File: config.mk
export PLATFORM = sky130hd
export DESIGN_NAME = snax_hwpe_periph_regs
export DESIGN_NICKNAME = d
export VERILOG_FILES = /design/src/rtl/snax_hwpe_periph_regs.sv
export SDC_FILE = /design/constraint.sdc
export NUM_CORES = 1
export LEC_CHECK = 0
export ABC_AREA = 0
export BUFFER_PORTS_ARGS = -buffer_cell sky130_fd_sc_hd__buf_2
export CAP_MARGIN = 10
export CORE_MARGIN = 2
export CORE_UTILIZATION = 40
export DETAILED_ROUTE_END_ITERATION = 10
export MAX_ROUTING_LAYER = met4
export SLEW_MARGIN = 20
export SYNTH_ARGS = -nofsm -noshare
export SYNTH_HDL_FRONTEND = slang
export SYNTH_SLANG_ARGS = --single-unit
export TNS_END_PERCENT = 1
File: constraint.sdc
create_clock -name clk_i -period 3.84 [get_ports clk_i]
set_input_delay 0.384 -clock clk_i [delete_from_list [all_inputs] [get_ports clk_i]]
set_output_delay 0.384 -clock clk_i [all_outputs]
set_load 0.005 [all_outputs]
File: src/rtl/snax_hwpe_periph_regs.sv
// Purpose: HWPE periph-port slave register file (trigger, status, done counter, job regs) with busy/done tracking.
// Latency: a granted access is performed at the grant edge; its response (r_valid/r_data/r_id) appears the next cycle.
// Backpressure: gnt_o follows req_i only while idle, so at most one access is accepted every two cycles.
module snax_hwpe_periph_regs #(
    parameter int NumRegs = 8,
    parameter int IdWidth = 5
) (
    input  logic                    clk_i,
    input  logic                    rst_ni,
    input  logic                    req_i,
    output logic                    gnt_o,
    input  logic [31:0]             add_i,
    input  logic                    wen_i,
    input  logic [3:0]              be_i,
    input  logic [31:0]             data_i,
    input  logic [IdWidth-1:0]      id_i,
    output logic                    r_valid_o,
    output logic [31:0]             r_data_o,
    output logic [IdWidth-1:0]      r_id_o,
    output logic                    start_o,
    output logic [32*NumRegs-1:0]   regs_o,
    output logic                    busy_o,
    input  logic                    done_i
);

    typedef enum logic {
        IDLE = 1'b0,
        RESP = 1'b1
    } state_e;

    localparam logic [29:0] IdxTrigger = 30'd0;
    localparam logic [29:0] IdxStatus  = 30'd1;
    localparam logic [29:0] IdxDoneCnt = 30'd2;
    localparam logic [29:0] IdxJobBase = 30'd3;

    state_e              state_q, state_d;
    logic                busy_q;
    logic                err_q;
    logic [7:0]          cnt_q;
    logic                start_q;
    logic [31:0]         r_data_q;
    logic [IdWidth-1:0]  r_id_q;
    logic [31:0]         regs_q [NumRegs];

    logic [29:0]         widx;
    logic                acc;
    logic                wr;
    logic                hit_trig, hit_status, hit_cnt, hit_job;
    logic                trig_accept, trig_reject;
    logic                job_wr_ok, job_reject;
    logic                err_clr, cnt_clr, done_ok;
    logic [31:0]         rd_data;

    // Byte-offset bits never select anything; registers are word-granular.
    logic                unused_addr_bits;
    assign unused_addr_bits = ^add_i[1:0];

    assign widx = add_i[31:2];

    // Handshake FSM: grant only while idle, then spend exactly one cycle responding.
    always_comb begin
        state_d   = state_q;
        gnt_o     = 1'b0;
        r_valid_o = 1'b0;
        unique case (state_q)
            IDLE: begin
                gnt_o = req_i;
                if (req_i) begin
                    state_d = RESP;
                end
            end
            RESP: begin
                r_valid_o = 1'b1;
                state_d   = IDLE;
            end
            default: state_d = IDLE;
        endcase
    end

    // FSM state register.
    always_ff @(posedge clk_i or negedge rst_ni) begin
        if (!rst_ni) begin
            state_q <= IDLE;
        end else begin
            state_q <= state_d;
        end
    end

    // Address decode, access side effects and read-data mux, all judged on pre-edge state.
    always_comb begin
        acc         = gnt_o;
        wr          = acc & ~wen_i;
        hit_trig    = (widx == IdxTrigger);
        hit_status  = (widx == IdxStatus);
        hit_cnt     = (widx == IdxDoneCnt);
        hit_job     = (widx >= IdxJobBase) && (widx < IdxJobBase + 30'(NumRegs));
        trig_accept = wr & hit_trig & be_i[0] & data_i[0] & ~busy_q;
        trig_reject = wr & hit_trig & be_i[0] & data_i[0] & busy_q;
        job_wr_ok   = wr & hit_job & ~busy_q;
        job_reject  = wr & hit_job & busy_q;
        err_clr     = wr & hit_status & be_i[0] & data_i[1];
        cnt_clr     = wr & hit_cnt & be_i[0];
        done_ok     = done_i & busy_q;
        rd_data     = 32'd0;
        if (hit_status) begin
            rd_data = {30'd0, err_q, busy_q};
        end else if (hit_cnt) begin
            rd_data = {24'd0, cnt_q};
        end else begin
            for (int k = 0; k < NumRegs; k++) begin
                if (widx == IdxJobBase + 30'(k)) begin
                    rd_data = regs_q[k];
                end
            end
        end
    end

    // Job tracking: busy, sticky error flag, completed-job counter and the start pulse.
    always_ff @(posedge clk_i or negedge rst_ni) begin
        if (!rst_ni) begin
            busy_q  <= 1'b0;
            err_q   <= 1'b0;
            cnt_q   <= 8'd0;
            start_q <= 1'b0;
        end else begin
            start_q <= trig_accept;
            if (trig_accept) begin
                busy_q <= 1'b1;
            end else if (done_ok) begin
                busy_q <= 1'b0;
            end
            if (trig_reject || job_reject) begin
                err_q <= 1'b1;
            end else if (err_clr) begin
                err_q <= 1'b0;
            end
            // A clear in the same cycle as a completion wins.
            if (cnt_clr) begin
                cnt_q <= 8'd0;
            end else if (done_ok) begin
                cnt_q <= cnt_q + 8'd1;
            end
        end
    end

    // Response capture: data and id hold until the next granted access.
    always_ff @(posedge clk_i or negedge rst_ni) begin
        if (!rst_ni) begin
            r_data_q <= 32'd0;
            r_id_q   <= '0;
        end else if (acc) begin
            r_id_q   <= id_i;
            r_data_q <= wen_i ? rd_data : 32'd0;
        end
    end

    // Byte-masked job register writes, blocked while a job runs.
    always_ff @(posedge clk_i or negedge rst_ni) begin
        if (!rst_ni) begin
            for (int k = 0; k < NumRegs; k++) begin
                regs_q[k] <= 32'd0;
            end
        end else if (job_wr_ok) begin
            for (int k = 0; k < NumRegs; k++) begin
                if (widx == IdxJobBase + 30'(k)) begin
                    for (int b = 0; b < 4; b++) begin
                        if (be_i[b]) begin
                            regs_q[k][8*b +: 8] <= data_i[8*b +: 8];
                        end
                    end
                end
            end
        end
    end

    for (genvar g = 0; g < NumRegs; g++) begin : g_regs_out
        assign regs_o[32*g +: 32] = regs_q[g];
    end

    assign r_data_o = r_data_q;
    assign r_id_o   = r_id_q;
    assign start_o  = start_q;
    assign busy_o   = busy_q;

endmodule

# Word-level counts from Yosys, hierarchy flattened
# Cells that the tools add are included.
totals:
  output_inout_bits: 297
  register_bits: 305
op_classes:
  bitwise_logic: 18
  add_sub_neg: 1
  n_eq_ne: 10
  n_reduce_logical: 38
  magnitude_cmp: 2
  n_mux: 21
op_table:
  columns: ["op", "count"]
  rows:
  - ["32-bit 2-to-1 mux", 11]
  - ["30-bit by 3-bit == test with 1-bit output (second input constant)", 4]
  - ["3-bit AND reduction", 32]
  - ["30-bit by 4-bit == test with 1-bit output (second input constant)", 3]
  - ["30-bit by 2-bit == test with 1-bit output (second input constant)", 2]
  - ["30-bit by 1-bit == test with 1-bit output (second input constant)", 1]
  - ["30-bit by 2-bit greater-or-equal comparator with 1-bit output (second input constant)", 1]
  - ["30-bit logical NOT", 1]
  - ["30-bit by 4-bit less-than comparator with 1-bit output (second input constant)", 1]
  - ["8-bit 2-to-1 mux", 2]
  - ["1-bit bitwise AND", 15]
  - ["8-bit by 1-bit adder with 8-bit output (second input constant)", 1]
  - ["1-bit 2-to-1 mux", 7]
  - ["2-bit nonzero test", 3]
  - ["1-bit NOT", 3]
  - ["1-bit case mux with 2 select lines", 1]
  - ["1-bit logical AND", 1]
  - ["1-bit logical OR", 1]

# Depth between registers and ports, before layout
# Gate-level depths: netlist of run 1.
logic_depth:
  depth_word: 12
  mapped_depth: 9

# Worst setup path before layout of run 1
# Ideal clock, no wire load.
synth_path:
  path_kind: "input port to flip-flop"
  startpoint: "input add_i[28]"
  endpoint: "register regs_q, in the netlist regs_o[193]"
  required_time_ns: 3.712
  arrival_time_ns: 2.370
  setup_time_ns: 0.128
  path_stages: 8
  setup_slack_ns: 1.343
  path_cell_list: "or4_1 buf_2 nor3_2 nand4_1 nor3b_1 buf_4 nand2_2 mux2_1"
synth_via:
  elab_chain_len: 5
synth_rtl:
  columns: ["element", "line_no", "text"]
  rows:
  - ["start, declared", "12", "input logic [31:0] add_i,"]
  - ["30-bit by 2-bit greater-or-equal comparator with 1-bit output / 30-bit by 4-bit less-than comparator with 1-bit output (equally long branches)", "96", "hit_job = (widx >= IdxJobBase) && (widx < IdxJobBase + 30'(NumRegs));"]
  - ["1-bit logical AND", "96", null]
  - ["1-bit bitwise AND (2 in series)", "99", "job_wr_ok = wr & hit_job & ~busy_q;"]
  - ["3-bit AND reduction (no source line) *", null, null]
  - ["end signal, assigned by index", "168", "regs_q[k][8*b +: 8] <= data_i[8*b +: 8];"]
  - ["end, declared", "43", "logic [31:0] regs_q [NumRegs];"]
# Mark *: on every way between the ends. The rest lies on a longest branch, timed or not.
# A chain may end at the register's enable or synchronous reset.

# Worst setup path after layout of run 1
layout_path:
  startpoint: "input add_i[28]"
  endpoint: "register r_data_q[19], in the netlist r_data_o[19]"
layout_via:
  elab_chain_len: 12
layout_rtl:
  columns: ["element", "line_no", "text"]
  rows:
  - ["30-bit by 2-bit == test with 1-bit output", "111", "if (widx == IdxJobBase + 30'(k)) begin"]
  - ["32-bit 2-to-1 mux (8 in series)", "111", null]
  - ["32-bit 2-to-1 mux", "107", "end else if (hit_cnt) begin"]
  - ["32-bit 2-to-1 mux *", "105", "if (hit_status) begin"]
  - ["32-bit 2-to-1 mux *", "153", "r_data_q <= wen_i ? rd_data : 32'd0;"]
  - ["end signal, assigned", "153", null]
  - ["end, declared", "41", "logic [31:0] r_data_q;"]
# Marks and branches as above.

==> results of run 1 <==
-- power groups by stage --
| stage | Clock (mW) | Sequential, mW | Combinational [mW] |
|---|---|---|---|
| after floorplan | 0 | 3.29 | 0.0712 |
| after global placement | 0 | 3.29 | 0.276 |
| after detailed placement | 0 | 3.29 | 0.279 |
| after CTS | 3.22 | 3.23 | 0.280 |
| after global routing | 3.36 | 3.23 | 0.308 |
| final | 3.16 | 3.23 | 0.276 |
-- worst max-delay path, delay by kind of cell --
kind                   cells  cell delay, ps
AND/OR/NAND/NOR            4            1480
buffers and inverters      3             730
AO/OA/AOI/OAI              2             490
-- state kept, by name, summed over array words and instances, names as in the netlist --
register  flops
r_id_o        5
regs_o      256
start_o       1
err_q         1
busy_o        1
cnt_q         8
r_data_o     32
state_q       1
-- synth_stat cells (5+ instances only) --
master | number | area [sq um]
or4_1 | 5 | 37.5
inv_1 | 9 | 33.8
nor4_1 | 9 | 56.3
a2111oi_0 | 27 | 236
a22o_1 | 30 | 263
nor3b_1 | 6 | 45.0
o21ai_0 | 15 | 75.1
nand2_1 | 102 | 383
nor3_1 | 7 | 35.0
a221o_1 | 7 | 70.1
mux2_2 | 255 | 2870
mux2_1 | 7 | 78.8
nand3_1 | 14 | 70.1
a21oi_1 | 33 | 165
nor2b_1 | 5 | 31.3
nor2_1 | 24 | 90.1
o221ai_1 | 22 | 193
o22ai_1 | 23 | 144
clkbuf_1 | 40 | 150
nand2_2 | 32 | 200
a22oi_1 | 7 | 52.6
o31ai_1 | 25 | 188
dfrtp_1 | 305 | 7630
nand2b_1 | 5 | 31.3
xnor2_1 | 6 | 52.6
-- final timing paths --
kind | end | cells past startpoint | slack, ps
worst min register to register | r_data_o[25] | 2 | 470
min in group asynchronous | regs_o[34] | 2 | 530
worst min-delay path | r_id_o[3] | 3 | 70
worst max-delay path | r_data_o[19] | 9 | 1140
max in group asynchronous | regs_o[108] | 3 | 2250
worst max register to register | regs_o[120] | 7 | 1400
-- area by class of cell --
type                            instances  area, sq um
Fill cell                            3054        16300
Sequential cell                       305         7630
Multi-Input combinational cell        716         5880
Timing Repair Buffer                  410         2180
Clock buffer                           49          998
Tap cell                              448          561
Clock inverter                          6         61.3
Inverter                                9         33.8
Antenna cell                            2         5.00
-- per-layer routing --
layer,up-vias,part of all wire,wire length (um),global-route usage
met5,-,0,0,-
met4,0,0.036,1750,0.0977
met3,109,0.069,3330,0.0569
met2,439,0.47,22500,0.431
met1,5652,0.43,20800,0.365
li1,4888,-,-,-
-- cells by family (layout without fill, tap and decap cells) --
group                    Yosys count  count (layout)
AND/OR/NAND/NOR                  229             229
multiplexers                     263             263
other                              0               2
AO/OA/AOI/OAI                    216             216
XOR/XNOR                           7               7
flip-flops                       305             305
buffers and inverters             60             474
adder cells (fa/ha/maj)            1               1
-- through the flow --
step                utilization  instances  area, sq um
global placement          0.484       1887        16300
detailed placement        0.484       1887        16300
floorplan                     -       1081        13700
CTS                       0.516       1943        17300
global route              0.516       1945        17400
finish                    0.516       1945        17400
==> impl_metrics.yaml, run 1 <==
status:
  run_status: "finished clean"
route:
  viasPerCell: 5.70
  wire_per_inst_um: 24.9
  drt-pass1-iter-count: 5
  drc_errors: 0
  ant_nets: 0
  via_count: 11088
  drt_iter0_drc: 659
  routed_wl_um: 48400
setup_path:
  crit_path_max_incr_delay_ps: 720
  start_kind: "input port"
  crit_start: "add_i[28]"
  cp_slowest_cell: "or4_1"
  cpMostUsedCell: "buf_4"
  path_cells: "buf_2 -> or4_1 -> nor3_2 -> nand2_2 -> buf_4 -> nor2_2 -> buf_4 -> a2111oi_0 -> o31ai_1"
  r2r_start: "state_q"
  worst_setup_path_end_kind: "flip-flop"
  crit_required_ps: 4250
  path_class: "input port to flip-flop"
  worstPathArrival_ps: 3110
  cp_max_fo: 22
die:
  ios: 375
  core_sq_mm: 0.0336
  die_h_um: 189
  die_w_um: 189
  rows: 67
  start_util: 0.407
  die-area_sq_mm: 0.0357
synthesis:
  synthSimpleGateAreaFrac: 0.0843
  synth_cells: 1081
  synth_top_family_by_area: "multiplexers"
  synth-compound-area-share: 0.117
  synth_area_per_cell_sq_um: 12.6
  async_reset_ff_frac: 1.00
  ys_types: 56
  yosys_most_used_dff: "dfrtp_1"
  syn-cell-area_sq_mm: 0.0137
  synth.ff_latch_count: 305
  synth_edf_count: 0
  postSynthNetCount: 1160
  yosysWarnings: 0
  synth_fa_ha_area_frac: 0.000915
  synth_mux_area_frac: 0.217
  synth_xor_area_frac: 0.00449
  yosysSeqAreaShare: 0.558
timing:
  hold_slack_ps: 74.5
  grt_setup_unrepaired: "false"
  worstMarginPinSlew_ps: 930
  period_share: 0.704
  setup-violations-final: 0
  max_freq_mhz: 370
  fin_skew_ps: 17.4
  fin_crit_ps: 2700
  final_max_slew_viol_count: 0
  hold_violations: 0
  fin_ws_ps: 1140
  slew_headroom: 0.380
  tns_ps: 0
finish:
  drive_above_1_share: 0.510
  syn_to_final_growth_pct: 27.0
  layout.nets: 1556
  final_cell_mix: "buf_2, dfrtp_1, mux2_2"
  layout_commonest_cell: "buf_2"
clocking:
  cts.path.max_buffers: 3
  cts_resized: 0
  clock-sinks: 305
  cts_buffers: 35
  holdBufCountCts: 1
  htreeDepth: 2
  clkSlewWorstSetupHoldPaths_ps: 60
  post-cts-setup-buffers: 0
  cts_tree: "yes"
  cts_root_buffer: "clkbuf_16"
  clock_latency_ps: 510
global_route:
  grt_pass1_wl_um: 72600
  grt_max_degree: 114
  antenna_found_initial: 3
  grt_pass1_vias: 11120
  gr-total-overflow: 0
  grt_usage: 0.278
pwr:
  p_switching_mw: 1.50
  p_clk_frac: 0.474
  sw_frac_of_total: 0.226
  power_density_mw_per_mm2: 384
  seq_power_share: 0.485
  ir_worst_vdd_uv: 273
  power_leakage_nw: 9.26
  p_comb_frac: 0.041
  finalPower_mw: 6.67
  p_int_mw: 5.16
placed_design:
  dp_slack_ps: 637
  post-dp-hpwl_um: 34000
  place.gp.congestion: 0.856
  io_buffers: 372
min_path:
  hp-start: "id_i[3]"
  hold_class: "input port to flip-flop"
flow_run:
  maxCapViolations: 0
(Power assumes the default switching activity.)
==> run 2: changes to the inputs <==
--- a/config.mk
+++ b/config.mk
@@ -5,13 +5,14 @@
 export SDC_FILE = /design/constraint.sdc
 export NUM_CORES = 1
 export LEC_CHECK = 0
-export ABC_AREA = 0
+export ABC_AREA = 1
 export BUFFER_PORTS_ARGS = -buffer_cell sky130_fd_sc_hd__buf_2
 export CAP_MARGIN = 10
 export CORE_MARGIN = 2
 export CORE_UTILIZATION = 40
 export DETAILED_ROUTE_END_ITERATION = 10
 export MAX_ROUTING_LAYER = met4
+export PLACE_DENSITY = 0.65
 export SLEW_MARGIN = 20
 export SYNTH_ARGS = -nofsm -noshare
 export SYNTH_HDL_FRONTEND = slang
==> constraint.sdc (replaced) <==
create_clock -name clk_i -period 2.4 [get_ports clk_i]
set_input_delay 0.24 -clock clk_i [delete_from_list [all_inputs] [get_ports clk_i]]
set_output_delay 0.24 -clock clk_i [all_outputs]
set_load 0.005 [all_outputs]
==> impl_metrics.yaml, run 2 <==
status:
  run_status: "finished clean"
setup_path:
  rrSetupSlack_ps: 250
  start_kind: "flip-flop"
  path_buf_inv: 3
  path_cells: "nor2_2 -> inv_2 -> nor2_2 -> nand2_1 -> nor3_4 -> nand2_2 -> nor2_2 -> buf_12 -> mux2i_1 -> inv_1"
  crit_path_max_incr_delay_ps: 380
  cp_slowest_cell: "dfrtp_1"
  crit_required_ps: 2810
  path_class: "flip-flop to flip-flop"
  crit_family: "simple AND/OR/NAND/NOR gates"
  reg2reg_depth: 10
  r2r_start: "state_q"
  worst_setup_path_end_kind: "flip-flop"
  cp_max_fo: 8
  r2r-end: "regs_o[132]"
  worstPathArrival_ps: 2560
  cpMostUsedCell: "nor2_2"
timing:
  grt_setup_unrepaired: "false"
  fin_skew_ps: 20.8
  fin_ws_ps: 250
  period_share: 0.896
  max_freq_mhz: 465
  tns_ps: 0
  hold_violations: 0
  hold_slack_ps: 35.8
  final_max_slew_viol_count: 0
  fin_crit_ps: 2150
  worstMarginPinSlew_ps: 632
  setup-violations-final: 0
  slew_headroom: 0.579
die:
  die-area_sq_mm: 0.0384
  ios: 375
  die_w_um: 196
  start_util: 0.405
  die_h_um: 196
  core_sq_mm: 0.0364
  rows: 70
synthesis:
  synth_common_cells: "inv_1, dfrtp_1, nand2_1"
  yosysSeqAreaShare: 0.517
  synth_cells: 1776
  syn-cell-area_sq_mm: 0.0148
  synth_area_per_cell_sq_um: 8.31
  postSynthNetCount: 1855
  synth_edf_count: 0
  synth_most_common_cell: "inv_1"
  async_reset_ff_frac: 1.00
  yosysWarnings: 0
  synth.ff_latch_count: 305
  ys_types: 32
  yosys_most_used_dff: "dfrtp_1"
  synth_top_area_cell: "dfrtp_1"
  ys_top_cells_by_area: "dfrtp_1, inv_1, mux2i_1"
  synth_top_area_share: 0.517
placed_design:
  io_buffers: 372
  post-dp-hpwl_um: 36000
  dp_slack_ps: -29.7
  place.gp.congestion: 0.912
finish:
  layout.nets: 2294
  layout_commonest_cell: "inv_1"
  fillerInstances: 3380
  drive_above_1_share: 0.254
  largest_reg_flops: 256
  final_util: 0.531
  syn_to_final_growth_pct: 31.1
  final_cell_mix: "inv_1, buf_2, dfrtp_1"
clocking:
  clock-sinks: 305
  cts.path.max_buffers: 3
  cts_root_buffer: "clkbuf_16"
  cts_buffers: 36
  post-cts-setup-buffers: 0
  cts_tree: "yes"
  clkSlewWorstSetupHoldPaths_ps: 60
  clock_latency_ps: 530
  htreeDepth: 2
min_path:
  hold_end: "regs_o[52]"
  hold_class: "input port to flip-flop"
  hp-start: "data_i[20]"
  hold_depth: 3
global_route:
  grt_pass1_vias: 12895
  gr-total-overflow: 0
  grt_usage: 0.259
  grt_max_degree: 73
  antenna_found_initial: 1
  grt_pass1_wl_um: 74100
route:
  drt_iter0_drc: 648
  routed_wl_um: 48900
  ant_nets: 0
  via_count: 13170
  drt-pass1-iter-count: 7
  wire_per_inst_um: 18.0
  drc_errors: 0
  viasPerCell: 4.86
pwr:
  p_int_mw: 8.55
  ir_worst_vdd_uv: 412
  p_switching_mw: 2.48
  p_comb_frac: 0.037
  sw_frac_of_total: 0.225
  power_density_mw_per_mm2: 570
  power_leakage_nw: 11.0
  p_clk_frac: 0.495
  seq_power_share: 0.468
  finalPower_mw: 11.0
flow_run:
  maxCapViolations: 0
run 2: per-layer routing:
layer  track usage  vias up  share of wire
li1              -     6340              -
met1         0.338     6269           0.44
met2         0.405      478           0.46
met3        0.0586       83          0.077
met4        0.0744        0          0.027
met5             -        -              0
run 2: tightest hold or removal path, delay by kind of cell:
family	cells	cell delay, ps
buffers and inverters	2	210
AOI/OAI and AO/OA	1	80
run 2: area by class of cell:
class,count,area [sq um],area share
Clock inverter,9,81.3,0.00420
Multi-Input combinational cell,972,5210,0.269
Timing Repair Buffer,476,3140,0.162
Antenna cell,1,2.50,0.000129
Sequential cell,305,7630,0.395
Tap cell,468,586,0.0303
Clock buffer,54,1100,0.0569
Inverter,424,1590,0.0823
run 2: how the worst max path moves through the flow:
stage          startpoint           end  slack (ps)  depth (start not counted)
2_1_floorplan     state_q   regs_o[245]         160                         11
3_3_place_gp    add_i[13]  r_data_o[18]          30                         15
3_5_place_dp     add_i[9]    regs_o[76]         -30                         14
4_1_cts           state_q   regs_o[132]         200                         10
5_1_grt           state_q    regs_o[95]          70                         11
6_report          state_q   regs_o[132]         250                         10
run 2: kinds of logic (layout without fill, tap and decap cells):
group                    Yosys count  after routing  synth area share
adder cells (fa/ha/maj)            1              1          0.000848
flip-flops                       305            305             0.517
multiplexers                     144            144            0.0977
AO/OA/AOI/OAI                    243            243            0.0877
buffers and inverters            499            963             0.130
other                              0              1                 0
XOR/XNOR                           3              3           0.00178
AND/OR/NAND/NOR                  581            581             0.164
run 2: stage by stage:
step	area (sq um)	cells
after floorplan	14800	1776
after global placement	18100	2638
after detailed placement	18100	2638
after CTS	19300	2708
after global routing	19300	2709
final	19300	2709
run 2: repair_timing:
item                                   in CTS  in global routing
hold buffers                                7                  0
endpoints found under the hold margin      71                  0
resized for setup                           0                  2
setup endpoints to repair                   0                  5
run 2: power by group through the flow:
| stage | logic (mW) | clock network, mW | registers, mW |
|---|---|---|---|
| global placement | 0.392 | 0 | 5.26 |
| finish | 0.404 | 5.46 | 5.16 |
| CTS | 0.409 | 5.57 | 5.16 |
| detailed placement | 0.398 | 0 | 5.26 |
| floorplan | 0.132 | 0 | 5.26 |
| global route | 0.451 | 5.76 | 5.16 |
==> run 3: changes to the inputs <==
--- a/config.mk
+++ b/config.mk
@@ -6,13 +6,12 @@
 export NUM_CORES = 1
 export LEC_CHECK = 0
 export ABC_AREA = 1
-export BUFFER_PORTS_ARGS = -buffer_cell sky130_fd_sc_hd__buf_2
 export CAP_MARGIN = 10
 export CORE_MARGIN = 2
 export CORE_UTILIZATION = 40
 export DETAILED_ROUTE_END_ITERATION = 10
+export DONT_BUFFER_PORTS = 1
 export MAX_ROUTING_LAYER = met4
-export PLACE_DENSITY = 0.65
 export SLEW_MARGIN = 20
 export SYNTH_ARGS = -nofsm -noshare
 export SYNTH_HDL_FRONTEND = slang
==> impl_metrics.yaml, run 3 (synthesis results as in run 2) <==
pwr:
  ir_worst_vdd_uv: 473
  sw_frac_of_total: 0.213
  p_clk_frac: 0.494
  p_int_mw: 8.42
  power_density_mw_per_mm2: 606
  seq_power_share: 0.483
  power_leakage_nw: 9.51
  p_comb_frac: 0.023
  p_switching_mw: 2.28
route:
  viasPerCell: 5.00
  drt_iter0_drc: 723
  routed_wl_um: 48000
  drt-pass1-iter-count: 5
  drc_errors: 0
  ant_nets: 0
  wire_per_inst_um: 20.4
  via_count: 11794
finish:
  stdcell_count: 2357
  layout_commonest_cell: "inv_1"
  largest_reg_flops: 256
  layout.nets: 1944
  final_cell_mix: "inv_1, dfrtp_1, nand2_1"
  syn_to_final_growth_pct: 19.7
  final_area_sq_mm: 0.0177
  drive_above_1_share: 0.0981
status:
  run_status: "finished, violations left"
  violations: "negative hold slack"
global_route:
  grt_max_degree: 306
  gr-total-overflow: 0
  grt_pass1_wl_um: 72300
  grt_usage: 0.258
  antenna_found_initial: 3
  grt_pass1_vias: 11847
die:
  rows: 70
  die_h_um: 196
  start_util: 0.405
  die_w_um: 196
  die-area_sq_mm: 0.0384
  core_sq_mm: 0.0364
  ios: 375
setup_path:
  start_kind: "flip-flop"
  r2r_start: "state_q"
  path_class: "flip-flop to flip-flop"
  rrSetupSlack_ps: 190
  reg2reg_depth: 12
  cp_max_fo: 12
  worstPathArrival_ps: 2630
  r2r-end: "regs_o[123]"
  worst_setup_path_end_kind: "flip-flop"
  crit_required_ps: 2820
clocking:
  post-cts-setup-buffers: 0
  clkSlewWorstSetupHoldPaths_ps: 60
  cts.path.max_buffers: 3
  htreeDepth: 2
  clock-sinks: 305
  cts_root_buffer: "clkbuf_16"
  cts_buffers: 35
  holdBufCountCts: 40
  cts_tree: "yes"
  clock_latency_ps: 530
placed_design:
  dp.cells: 2256
  place.gp.congestion: 0.917
  io_buffers: 0
  post-dp-hpwl_um: 34100
  placed_area_sq_mm: 0.0161
timing:
  grt_setup_unrepaired: "false"
  max_freq_mhz: 453
  slew_headroom: 0.393
  period_share: 0.921
  setup-violations-final: 0
  hold_violations: 305
  fin_crit_ps: 2210
  tns_ps: 0
  fin_skew_ps: 14.0
  worstMarginPinSlew_ps: 911
  final_max_slew_viol_count: 0
  hold_slack_ps: -579
min_path:
  hold_class: "input port to asynchronous set/reset pin"
flow_run:
  maxCapViolations: 0
run 3: area by class of cell:
class                   instances  area [sq um]
inverters                     424          1590
flip-flops and latches        305          7630
repair buffers                127          1510
clock buffers                  45           973
multi-input cells             972          5210
diodes                          3          7.51
well taps                     468           586
fillers                      3420         18800
clock inverters                13           151
run 3: per-layer routing:
metal	global-route usage	wire, um	part of all wire
met5	-	0	0
met4	0.109	1810	0.038
met3	0.0944	4830	0.10
met2	0.390	21500	0.45
met1	0.311	19800	0.41
run 3: worst max path at each step:
stage                  start           to  slack [ps]  cells after the start
floorplan            state_q  regs_o[245]         160                     11
global placement    add_i[9]  regs_o[122]         -40                     14
detailed placement  add_i[9]  regs_o[123]        -140                     14
CTS                  state_q  regs_o[123]         170                     12
global route         state_q   regs_o[19]          10                     11
finish               state_q  regs_o[123]         190                     12
run 3: metrics by stage:
stage | power (mW) | hold WS [ps] | setup WS (ps) | utilization
after CTS | 10.8 | -619 | 172 | 0.484
after detailed placement | 5.38 | -40.0 | -140 | 0.442
final | 10.7 | -579 | 190 | 0.485
after global placement | 5.37 | -46.6 | -36.4 | 0.442
after global routing | 11.0 | -619 | 13.1 | 0.485
after floorplan | 5.39 | -55.6 | 155 | -
run 3: what timing repair did:
| action | CTS | global route |
|---|---|---|
| resized for setup | 0 | 1 |
| endpoints found under the setup margin | 0 | 2 |
| endpoints found under the hold margin | 569 | 305 |
run 3: critical path: stages (launching register included):
cell     delay (ps)
dfrtp_1         390
nor2_2          140
inv_2            40
nor2_1          190
nand2_1         150
nor3_4          220
buf_4           200
nand2_2         150
nor2_2          180
buf_4           210
nor2_1           60
a21oi_1         130
inv_1            60
run 3: power by group through the flow:
stage | Sequential [mW] | Combinational [mW] | Clock, mW
2_1_floorplan | 5.26 | 0.132 | 0
3_3_place_gp | 5.26 | 0.116 | 0
3_5_place_dp | 5.26 | 0.117 | 0
4_1_cts | 5.16 | 0.241 | 5.42
5_1_grt | 5.16 | 0.263 | 5.62
6_report | 5.16 | 0.243 | 5.29
